File: config.mk
export PLATFORM = sky130hd
export DESIGN_NAME = load_store_unit
export DESIGN_NICKNAME = d
export VERILOG_FILES = /design/src/rtl/lsu_pkg.sv /design/src/rtl/load_extend.sv /design/src/rtl/load_store_unit.sv
export SDC_FILE = /design/constraint.sdc
export NUM_CORES = 1
export LEC_CHECK = 0
export CAP_MARGIN = 15
export CORE_ASPECT_RATIO = 1.5
export CORE_MARGIN = 2
export CORE_UTILIZATION = 25
export CTS_CLUSTER_DIAMETER = 120
export DETAILED_ROUTE_END_ITERATION = 8
export PLACE_DENSITY_LB_ADDON = 0.1
export SETUP_SLACK_MARGIN = 0.2
export SLEW_MARGIN = 5
export SYNTH_ARGS = -nofsm -noshare
export SYNTH_HDL_FRONTEND = slang
export SYNTH_SLANG_ARGS = --single-unit
export TNS_END_PERCENT = 1
File: constraint.sdc
create_clock -name clk -period 3.2 [get_ports clk]
set_input_delay 0.64 -clock clk [delete_from_list [all_inputs] [get_ports clk]]
set_output_delay 0.64 -clock clk [all_outputs]
set_load 0.005 [all_outputs]
File: src/rtl/lsu_pkg.sv
`default_nettype none
//==============================================================================
// Package     : lsu_pkg
// Description : Shared constants, state encoding and legality check for the
//               RV32I load/store unit.
// Revision    : 1.0 - initial release
//==============================================================================
package lsu_pkg;

    localparam logic [2:0] F3_B  = 3'b000;
    localparam logic [2:0] F3_H  = 3'b001;
    localparam logic [2:0] F3_W  = 3'b010;
    localparam logic [2:0] F3_BU = 3'b100;
    localparam logic [2:0] F3_HU = 3'b101;

    typedef enum logic [1:0] {
        S_IDLE   = 2'b00,
        S_ACCESS = 2'b01,
        S_DONE   = 2'b10
    } lsu_state_e;

    // Unsigned widths exist only for loads; alignment follows the access size.
    function automatic logic lsu_legal(input logic       is_store,
                                       input logic [2:0] funct3,
                                       input logic [1:0] offset);
        logic ok;
        ok = 1'b0;
        case (funct3)
            F3_B:    ok = 1'b1;
            F3_H:    ok = ~offset[0];
            F3_W:    ok = (offset == 2'b00);
            F3_BU:   ok = ~is_store;
            F3_HU:   ok = ~is_store & ~offset[0];
            default: ok = 1'b0;
        endcase
        return ok;
    endfunction

endpackage
`default_nettype wire

File: src/rtl/load_extend.sv
`default_nettype none
//==============================================================================
// Module      : load_extend
// Description : Selects the addressed byte/halfword of a read word and sign- or
//               zero-extends it to 32 bits.
// Revision    : 1.0 - initial release
//==============================================================================
module load_extend
    import lsu_pkg::*;
(
    input  logic [31:0] rdata,
    input  logic [1:0]  offset,
    input  logic [2:0]  funct3,
    output logic [31:0] ext_data
);

    logic [7:0]  w_byte;
    logic [15:0] w_half;

    always_comb begin
        w_byte   = rdata[{offset, 3'b000} +: 8];
        w_half   = rdata[{offset[1], 4'b0000} +: 16];
        ext_data = rdata;
        case (funct3)
            F3_B:    ext_data = {{24{w_byte[7]}}, w_byte};
            F3_H:    ext_data = {{16{w_half[15]}}, w_half};
            F3_BU:   ext_data = {24'h000000, w_byte};
            F3_HU:   ext_data = {16'h0000, w_half};
            default: ext_data = rdata;
        endcase
    end

endmodule
`default_nettype wire

File: src/rtl/load_store_unit.sv
`default_nettype none
//==============================================================================
// Module      : load_store_unit
// Description : RV32I memory-access stage: alignment check, word-addressed
//               request/ready memory port, extended load result.
// Revision    : 1.0 - initial release
//==============================================================================
module load_store_unit
    import lsu_pkg::*;
(
    input  logic        clk,
    input  logic        reset,
    input  logic        start,
    input  logic        is_store,
    input  logic [2:0]  funct3,
    input  logic [31:0] addr,
    input  logic [31:0] wdata,
    output logic        mem_req,
    output logic        mem_we,
    output logic [31:0] mem_addr,
    output logic [31:0] mem_wdata,
    output logic [3:0]  mem_wstrb,
    input  logic        mem_ready,
    input  logic [31:0] mem_rdata,
    output logic        busy,
    output logic        done,
    output logic [31:0] load_data,
    output logic        err
);

    lsu_state_e  r_state, w_state_nxt;
    logic        r_is_store, w_is_store_nxt;
    logic [2:0]  r_funct3, w_funct3_nxt;
    logic [1:0]  r_offset, w_offset_nxt;
    logic [31:0] r_mem_addr, w_mem_addr_nxt;
    logic [31:0] r_mem_wdata, w_mem_wdata_nxt;
    logic [3:0]  r_mem_wstrb, w_mem_wstrb_nxt;
    logic [31:0] r_load_data, w_load_data_nxt;
    logic        r_err, w_err_nxt;

    logic [31:0] w_lane_data;
    logic [3:0]  w_lane_strb;
    logic [31:0] w_ext;

    load_extend u_load_extend (
        .rdata    (mem_rdata),
        .offset   (r_offset),
        .funct3   (r_funct3),
        .ext_data (w_ext)
    );

    always_comb begin
        case (funct3[1:0])
            2'b00: begin
                w_lane_data = {4{wdata[7:0]}};
                w_lane_strb = 4'b0001 << addr[1:0];
            end
            2'b01: begin
                w_lane_data = {2{wdata[15:0]}};
                w_lane_strb = 4'b0011 << addr[1:0];
            end
            default: begin
                w_lane_data = wdata;
                w_lane_strb = 4'b1111;
            end
        endcase
    end

    always_comb begin
        w_state_nxt     = r_state;
        w_is_store_nxt  = r_is_store;
        w_funct3_nxt    = r_funct3;
        w_offset_nxt    = r_offset;
        w_mem_addr_nxt  = r_mem_addr;
        w_mem_wdata_nxt = r_mem_wdata;
        w_mem_wstrb_nxt = r_mem_wstrb;
        w_load_data_nxt = r_load_data;
        w_err_nxt       = r_err;
        case (r_state)
            S_IDLE: begin
                if (start) begin
                    w_is_store_nxt = is_store;
                    w_funct3_nxt   = funct3;
                    w_offset_nxt   = addr[1:0];
                    if (!lsu_legal(is_store, funct3, addr[1:0])) begin
                        w_state_nxt     = S_DONE;
                        w_err_nxt       = 1'b1;
                        w_load_data_nxt = 32'h0;
                    end else begin
                        w_state_nxt     = S_ACCESS;
                        w_mem_addr_nxt  = {addr[31:2], 2'b00};
                        w_mem_wdata_nxt = w_lane_data;
                        w_mem_wstrb_nxt = is_store ? w_lane_strb : 4'b0000;
                    end
                end
            end
            S_ACCESS: begin
                if (mem_ready) begin
                    w_state_nxt = S_DONE;
                    w_err_nxt   = 1'b0;
                    if (!r_is_store) begin
                        w_load_data_nxt = w_ext;
                    end
                end
            end
            S_DONE:  w_state_nxt = S_IDLE;
            default: w_state_nxt = S_IDLE;
        endcase
    end

    always_ff @(posedge clk) begin
        if (reset) begin
            r_state     <= S_IDLE;
            r_is_store  <= 1'b0;
            r_funct3    <= 3'b000;
            r_offset    <= 2'b00;
            r_mem_addr  <= 32'h0;
            r_mem_wdata <= 32'h0;
            r_mem_wstrb <= 4'b0000;
            r_load_data <= 32'h0;
            r_err       <= 1'b0;
        end else begin
            r_state     <= w_state_nxt;
            r_is_store  <= w_is_store_nxt;
            r_funct3    <= w_funct3_nxt;
            r_offset    <= w_offset_nxt;
            r_mem_addr  <= w_mem_addr_nxt;
            r_mem_wdata <= w_mem_wdata_nxt;
            r_mem_wstrb <= w_mem_wstrb_nxt;
            r_load_data <= w_load_data_nxt;
            r_err       <= w_err_nxt;
        end
    end

    // Control outputs are pure decodes of the state register.
    assign mem_req   = (r_state == S_ACCESS);
    assign mem_we    = (r_state == S_ACCESS) & r_is_store;
    assign busy      = (r_state != S_IDLE);
    assign done      = (r_state == S_DONE);
    assign mem_addr  = r_mem_addr;
    assign mem_wdata = r_mem_wdata;
    assign mem_wstrb = r_mem_wstrb;
    assign load_data = r_load_data;
    assign err       = r_err;

endmodule
`default_nettype wire
### Word-level counts from Yosys, hierarchy flattened

Cells that the tools add are included.

* equal/unequal tests: 14
* muxes and demuxes: 20
* reductions and logical operators: 12
* shift-type cells: 4
* bitwise gates (word level): 4

Operator list (number)
* 32-bit 2-to-1 mux: 4
* 32-bit one-hot mux with 2 select lines: 2
* 32-bit one-hot mux with 4 select lines: 1
* 32-bit by 6-bit variable part select with 16-bit output: 1
* 32-bit by 6-bit variable part select with 8-bit output: 1
* 3-bit equality test (second input constant): 4
* 4-bit one-hot mux with 2 select lines: 1
* 3-bit by 1-bit equality test with 1-bit output (second input constant): 2
* 2-bit zero test: 3
* 3-bit zero test: 2
* 2-bit 2-to-1 mux: 3
* 2-bit != test (second input constant): 3
* 1-bit 2-to-1 mux: 5
* 1-bit one-hot mux with 5 select lines: 1
* 5-bit AND reduction: 1
* 2-bit by 1-bit equality test with 1-bit output (second input constant): 2
* 4-bit 2-to-1 mux: 1
* 2-bit one-hot mux with 2 select lines: 1
* 2-bit AND reduction: 2
* 4-bit AND reduction: 1
* 2-bit nonzero test: 2
* 1-bit by 2-bit left shift with 4-bit output (first input constant): 1
* 2-bit by 2-bit left shift with 4-bit output (first input constant): 1
* 3-bit by 2-bit equality test with 1-bit output (second input constant): 1
* 6 further kinds: 8

* bits in registers: 107
* word-level logic and storage cells: 63
* output and inout port bits: 105
* bits of input ports: 104

### Longest topological paths before layout

Gate-level depths: netlist of run 1.

* depth after elaboration: 8
* gate-level depth with buffers: 7
* depth with buffers taken out: 4

### Hierarchy

Synthesis of run 1 repeated with hierarchy kept, for this count alone.

* cell total of the unflattened synthesis: 635
* area total of the unflattened synthesis: 5256.3 um^2

Modules (own cells, without submodules)
* load_store_unit: area an instance 4461.8 um^2, seq. area each 2142.1 um^2, instances 1, cells each 517
* load_extend: area an instance 794.5 um^2, seq. area each 0.0 um^2, instances 1, cells each 118

### Worst setup path after synthesis of run 1

No wires, ideal clock.

* kind: input-to-reg
* start: input port mem_rdata[31]
* end: register r_load_data[23], in the netlist load_data[23]
* setup time: 115 ps
* data required time: 3085 ps
* path buffers: 1
* arrival: 1737 ps
* setup slack: 1348 ps
* stages: 5
* path through: mux4_2 and4b_4 a21oi_4 buf_6 o2bb2ai_2

* longest elaborated chain between the ends: 5
* elaborated cells on any way between the ends: 6
* classes of those cells: 2 x shift; 4 x mux

RTL lines
* from (decl): line load_store_unit.sv:24 `input logic [31:0] mem_rdata,`
* 32-bit by 6-bit variable part select with 16-bit output or 32-bit by 6-bit variable part select with 8-bit output (tied branches): line load_extend.sv:22, load_extend.sv:21
* 32-bit one-hot mux with 4 select lines *: line load_extend.sv:24 `case (funct3)`
* 32-bit 2-to-1 mux *: line load_store_unit.sv:101 `if (!r_is_store) begin`
* 32-bit 2-to-1 mux *: line load_store_unit.sv:98 `if (mem_ready) begin`
* 32-bit one-hot mux with 2 select lines *: line load_store_unit.sv:79 `case (r_state)`
* to (signal assigned): line load_store_unit.sv:130 `r_load_data <= w_load_data_nxt;`
* to (decl): line load_store_unit.sv:38 `logic [31:0] r_load_data, w_load_data_nxt;`

Every way passes the cells marked *; elsewhere a longest branch is shown, timed or not. The select of a mux whose other input is x is not followed.
A chain may end at the register's enable or synchronous reset.

### Worst setup path after layout of run 1

* start: register r_state[0]
* end: output port mem_we

* longest elaborated chain between the ends: 2

RTL lines
* from (decl): line load_store_unit.sv:31 `lsu_state_e r_state, w_state_nxt;`
* from (signal assigned): line load_store_unit.sv:123 `r_state <= w_state_nxt;`
* 2-bit by 1-bit equality test with 1-bit output: line load_store_unit.sv:137 `assign mem_we = (r_state == S_ACCESS) & r_is_store;`
* 1-bit AND: line load_store_unit.sv:137
* to (decl): line load_store_unit.sv:19 `output logic mem_we,`

No other way between the ends.

==> results of run 1 <==
[metal layers]
| metal | up-vias | track usage [%] | wire length [um] |
|---|---|---|---|
| met5 | - | 0 | 0 |
| met4 | 0 | 6.53 | 461 |
| met3 | 26 | 5.45 | 1240 |
| met2 | 160 | 29.5 | 8890 |
| met1 | 2195 | 18.4 | 6870 |
| li1 | 2350 | - | - |
[final cells by class]
cell class | instances | area (um^2)
fillers | 1961 | 11700
multi-input cells | 399 | 2390
repair buffers | 215 | 2150
flip-flops and latches | 107 | 2140
well taps | 256 | 320
clock buffers | 9 | 225
clock inverters | 7 | 63.8
inverters | 15 | 56.3
[synth_stat cells (2+ instances only)]
master / n
a211oi_1: 10
a21oi_1: 85
a22o_1: 8
a311oi_1: 8
and2_1: 2
buf_1: 3
buf_2: 12
buf_4: 4
buf_6: 5
clkbuf_1: 24
dfxtp_1: 107
inv_1: 15
mux2i_1: 22
nand2_1: 122
nand2b_1: 3
nand3b_1: 8
nor2_1: 35
nor2b_1: 5
nor3b_1: 2
o211ai_1: 11
o21ai_0: 24
o2bb2ai_1: 14
o2bb2ai_2: 10
o32ai_1: 7
[through the flow]
step           setup WS (ns)  hold WS [ns]  area [um^2]
6_report               0.548         0.453         7350
2_1_floorplan           1.35         0.448         4820
3_5_place_dp           0.335         0.447         7060
5_1_grt                0.438         0.476         7350
4_1_cts                0.512         0.457         7350
3_3_place_gp           0.388         0.442         7060
[how the worst min path moves through the flow]
stage                                from                    endpoint  slack (ns)  cells past startpoint
5_1_grt        mem_wdata[28]$_SDFFE_PP0P_  mem_wdata[28]$_SDFFE_PP0P_        0.48                      2
6_report       mem_wdata[28]$_SDFFE_PP0P_  mem_wdata[28]$_SDFFE_PP0P_        0.45                      2
4_1_cts        mem_wdata[28]$_SDFFE_PP0P_  mem_wdata[28]$_SDFFE_PP0P_        0.46                      2
2_1_floorplan   mem_wstrb[0]$_SDFFE_PP0P_   mem_wstrb[0]$_SDFFE_PP0P_        0.45                      2
3_3_place_gp   mem_wdata[28]$_SDFFE_PP0P_  mem_wdata[28]$_SDFFE_PP0P_        0.44                      2
3_5_place_dp   mem_wdata[28]$_SDFFE_PP0P_  mem_wdata[28]$_SDFFE_PP0P_        0.45                      2
[power by group through the flow]
| stage | logic, mW | registers [mW] | clock network, mW |
|---|---|---|---|
| final | 0.590 | 1.43 | 1.11 |
| after global routing | 0.643 | 1.44 | 1.21 |
| after CTS | 0.596 | 1.43 | 1.16 |
| after detailed placement | 0.593 | 1.46 | 0 |
| after global placement | 0.588 | 1.46 | 0 |
| after floorplan | 0.270 | 1.45 | 0 |
[kinds of logic (layout without fill, tap and decap cells)]
kind of cell	count (synthesis)	after routing	synth area share (%)
AO/OA/AOI/OAI	187	187	27.0
AND/OR/NAND/NOR	186	186	16.9
flip-flops	107	107	44.5
buffers and inverters	63	246	6.31
multiplexers	24	24	5.27
other	1	2	0.0779
[flip-flops by register name, indices dropped and copies added (netlist names)]
signal / cells
err: 1
mem_wstrb: 4
r_offset: 2
r_funct3: 3
mem_addr: 30
r_is_store: 1
r_state: 2
mem_wdata: 32
load_data: 32
[worst min-delay path, stage by stage (launching register included)]
cell	delay [ns]
dfxtp_1	0.31
nand2_1	0.05
a21oi_1	0.05
==> flow_summary.yaml, run 1 <==
synthesis:
  ys_seq_area_share_pct: 44.5
  synthFlopType: "dfxtp_1"
  synth_area_um2: 4820
  synthDominantCellAreaShare_pct: 44.5
  synth-seq-cells: 107
  syn_inst: 568
  synthTopCellsByArea: "dfxtp_1 (44%), nand2_1 (9.5%), a21oi_1 (8.8%)"
  yosysWarnings: 0
  async_reset_ff_share_pct: 0
  synth_cell_types: 46
  synth_top_cell_by_area: "dfxtp_1"
  synth_edf_count: 0
  avgSynthCellArea_um2: 8.48
job:
  max-cap-violations: 0
die:
  ioPinCount: 209
  rows: 62
  die_y_um: 174
  dieArea_um2: 20400
  die_w_um: 117
  start_util_pct: 25.3
  core-area_um2: 19000
critical_path:
  crit_fanout: 8
  cp_num_cells: 3
  crit_arrival_ns: 2.01
  crit_buf_inv: 1
  r2r_start: "r_offset[1]$_SDFFE_PP0P_"
  r2r_setup_slack_ns: 1.03
  end_kind: "output pin"
  worstSetupStartpoint: "r_state[0]$_SDFFE_PP0P_"
  crit_end: "mem_we"
  reg2regPathDepth: 5
  slowest_delay_ns: 0.49
  crit_chain: "nor2b_1 > and2_1 > clkdlybuf4s50_1"
  required_ns: 2.56
  slowest_stage: "nor2b_1"
  worstReg2RegEnd: "load_data[22]$_SDFFE_PP0P_"
  cp-start-kind: "register"
  crit_type: "register to output pin"
  crit_family: "simple AND/OR/NAND/NOR gates"
route:
  vias: 4731
  drtPass1Iterations: 4
  ant_nets: 0
  avgViaCountPerCell: 4.69
  drc_errors: 0
  wire_per_inst_um: 17.3
  dr.first_iter.drc_count: 297
  drt_wl_total_mm: 17.5
cts:
  clkTransAtPathRegs_ns: 0.08
  cts_tree: "built"
  hold_buffers: 0
  insertion_delay_ns: 0.35
  cts_buffers: 9
  cts_buffer_depth: 2
  postCtsSetupBuffers: 0
  htree_levels: 3
  cts_sinks: 107
  cts_root_buf: "clkbuf_16"
  cts-resized-gates: 0
global_routing:
  antenna_found_initial: 0
  grt_first_pass_wirelength_mm: 26.7
  overflow: 0
  grt_pass1_vias: 4792
  grtUsageTotal_pct: 16.7
  grt_max_degree: 83
pwr:
  pwr-share-seq_pct: 45.7
  peakVddDrop_uv: 243
  switching_share_pct: 28.5
  combPwrFrac_pct: 18.8
  net-switching-power_uw: 892
  fin_total_pwr_mw: 3.13
  clkPwrFrac_pct: 35.5
  power.leakage_nw: 2.57
  power.internal_mw: 2.24
  powerDensity_nw_per_um2: 426
timing:
  period_needed_ns: 2.65
  slew_headroom_pct: 26.4
  post-route-period-util_pct: 82.9
  skew_ns: 0.00517
  setup_viol: 0
  fin_tns_setup_ns: 0
  slew_violations: 0
  grt_setup_unrepaired: "false"
  hold_violations: 0
  tightest_slew_ns: 1.10
  max_freq_ghz: 0.377
layout:
  area_growth_pct: 52.6
  finalNonFillerCells: 1008
  post-route-util_pct: 38.7
  final_common_cell: "clkdlybuf4s50_1"
  mostFrequentLayoutCells: "clkdlybuf4s50_1 (205), nand2_1 (122), dfxtp_1 (107)"
  nNetsFinal: 851
  drive_above_1_share_pct: 6.78
  n_antenna_cell: 0
hold_path:
  hold_path.class: "register to register"
placement:
  placed_cells: 992
  port_buffers: 206
  place_hpwl_mm: 12.6
  gp_congestion: 0.848
status:
  status: "completed"
Power figures use the tool's default switching activity.
==> run 2, diff against run 1 <==
==> constraint.sdc (replaced) <==
create_clock -name clk -period 2.3 [get_ports clk]
set_input_delay 0.46 -clock clk [delete_from_list [all_inputs] [get_ports clk]]
set_output_delay 0.46 -clock clk [all_outputs]
set_load 0.005 [all_outputs]
==> run 2 against run 1 <==
  * Sequential power grew 39%
  * Setup slack got worse by 0.25 ns
  * Largest power group unchanged
  * Register-to-register slack got worse by 0.48 ns
  * Global-route usage down 0.083 points
  * Non-clock buffer count rose by 24
  * Flip-flop and latch count unchanged
  * Clock power up 43%
  * Critical path depth stayed put
  * Utilization is 1.5 points higher
  * Final cell count rose by 2.4%
  * Sequential share of layout area is 1.0 points lower
==> flow_summary.yaml, run 2 (synthesis results as in run 1) <==
status:
  status: "completed"
placement:
  port_buffers: 206
  placed_cells: 1016
  dp_slack_ns: -0.0289
  place_hpwl_mm: 13.0
  gp_congestion: 0.849
critical_path:
  reg2regPathDepth: 6
  r2r_setup_slack_ns: 0.55
  worstReg2RegEnd: "load_data[21]$_SDFFE_PP0P_"
  end_kind: "output pin"
  crit_arrival_ns: 1.54
  crit_fanout: 8
  r2r_start: "r_state[1]$_SDFFE_PP0P_"
  cp-start-kind: "register"
  crit_type: "register to output pin"
  required_ns: 1.84
global_routing:
  antenna_found_initial: 0
  grt_pass1_vias: 4833
  overflow: 0
  grtUsageTotal_pct: 16.6
  grt_first_pass_wirelength_mm: 26.7
  grt_max_degree: 64
pwr:
  clkPwrFrac_pct: 35.7
  power.leakage_nw: 2.72
  net-switching-power_mw: 1.27
  combPwrFrac_pct: 19.6
  switching_share_pct: 28.5
  peakVddDrop_uv: 478
  power.internal_mw: 3.18
  pwr-share-seq_pct: 44.6
  powerDensity_nw_per_um2: 583
die:
  rows: 62
  die_y_um: 174
  die_w_um: 117
  dieArea_um2: 20400
  start_util_pct: 25.3
  core-area_um2: 19000
  ioPinCount: 209
timing:
  skew_ns: 0.00899
  hold_violations: 0
  max_freq_ghz: 0.500
  post-route-period-util_pct: 87.0
  tightest_slew_ns: 1.11
  post-route-worst-setup-slack_ns: 0.299
  period_needed_ns: 2.00
  slew_violations: 0
  slew_headroom_pct: 25.5
  setup_viol: 0
  grt_setup_unrepaired: "false"
cts:
  postCtsSetupBuffers: 0
  cts_tree: "built"
  cts_buffer_depth: 2
  hold_buffers: 0
  clkTransAtPathRegs_ns: 0.08
  htree_levels: 3
  cts_root_buf: "clkbuf_16"
  insertion_delay_ns: 0.36
  cts_sinks: 107
  cts_buffers: 9
layout:
  n_antenna_cell: 0
  area_growth_pct: 58.4
  post-route-util_pct: 40.1
  mostFrequentLayoutCells: "clkdlybuf4s50_1 (205), nand2_1 (122), dfxtp_1 (106)"
  final_common_cell: "clkdlybuf4s50_1"
  nNetsFinal: 875
  drive_above_1_share_pct: 9.92
  finalNonFillerCells: 1032
route:
  avgViaCountPerCell: 4.64
  wire_per_inst_um: 16.7
  drt_wl_total_mm: 17.2
  drtPass1Iterations: 4
  ant_nets: 0
  vias: 4793
  drc_errors: 0
  dr.first_iter.drc_count: 268
hold_path:
  min_path_cells: 2
  hold_path.class: "register to register"
  min-delay-start: "mem_addr[17]$_SDFFE_PP0P_"
  min_to: "mem_addr[17]$_SDFFE_PP0P_"
job:
  max-cap-violations: 0
## run 2: critical path, stage by stage, from the launching register on
cell and delay [ns]:
dfxtp_4 0.39, nor2b_2 0.15, buf_4 0.15, clkdlybuf4s50_1 0.51
## run 2: repair_timing
action	4_1_cts	5_1_grt
setup endpoints to repair	2	2
gates resized for setup	1	2
endpoints found under the hold margin	0	0
## run 2: through the flow
step | cell area, um^2 | hold WS (ns) | total power, mW | TNS, ns
global placement | 7310 | 0.443 | 2.91 | 0
floorplan | 4820 | 0.448 | 2.40 | 0
finish | 7630 | 0.457 | 4.45 | 0
CTS | 7620 | 0.457 | 4.53 | 0
global route | 7630 | 0.484 | 4.68 | 0
detailed placement | 7310 | 0.446 | 2.91 | -0.158
## run 2: power by group through the flow
stage                     sequential [mW]  clock, mW  combinational, mW
final                                1.99       1.59              0.873
after global routing                 2.00       1.73              0.954
after CTS                            1.99       1.66              0.887
after detailed placement             2.03          0              0.883
after global placement               2.03          0              0.878
after floorplan                      2.02          0              0.376
## run 2: layout make-up
class                      instances  area, um^2
tap                              256         320
inverter                          15        56.3
multi-input combinational        399        2390
clock buffer                       9         225
sequential                       107        2150
timing repair buffer             239        2400
clock inverter                     7        82.6
fill                            1950       11400
## run 2: layer usage
metal  up-vias  part of all wire (%)  GRT usage (%)
met5         -                     0              0
met4         0                   2.5           6.33
met3        19                   6.8           4.86
met2       170                    52           30.4
met1      2204                    38           17.8
li1       2400                     -              -
## run 2: worst max path at each step
| stage | from | to | slack (ns) | cells after the start |
|---|---|---|---|---|
| floorplan | mem_rdata[31] | load_data[23]$_SDFFE_PP0P_ | 0.63 | 5 |
| global placement | mem_ready | load_data[22]$_SDFFE_PP0P_ | 0.004 | 7 |
| detailed placement | funct3[2] | mem_addr[22]$_SDFFE_PP0P_ | -0.03 | 8 |
| CTS | r_state[0]$_SDFFE_PP0P_ | mem_req | 0.21 | 3 |
| global route | funct3[2] | mem_addr[21]$_SDFFE_PP0P_ | 0.21 | 8 |
| finish | r_state[0]$_SDFFE_PP0P_ | mem_req | 0.30 | 3 |
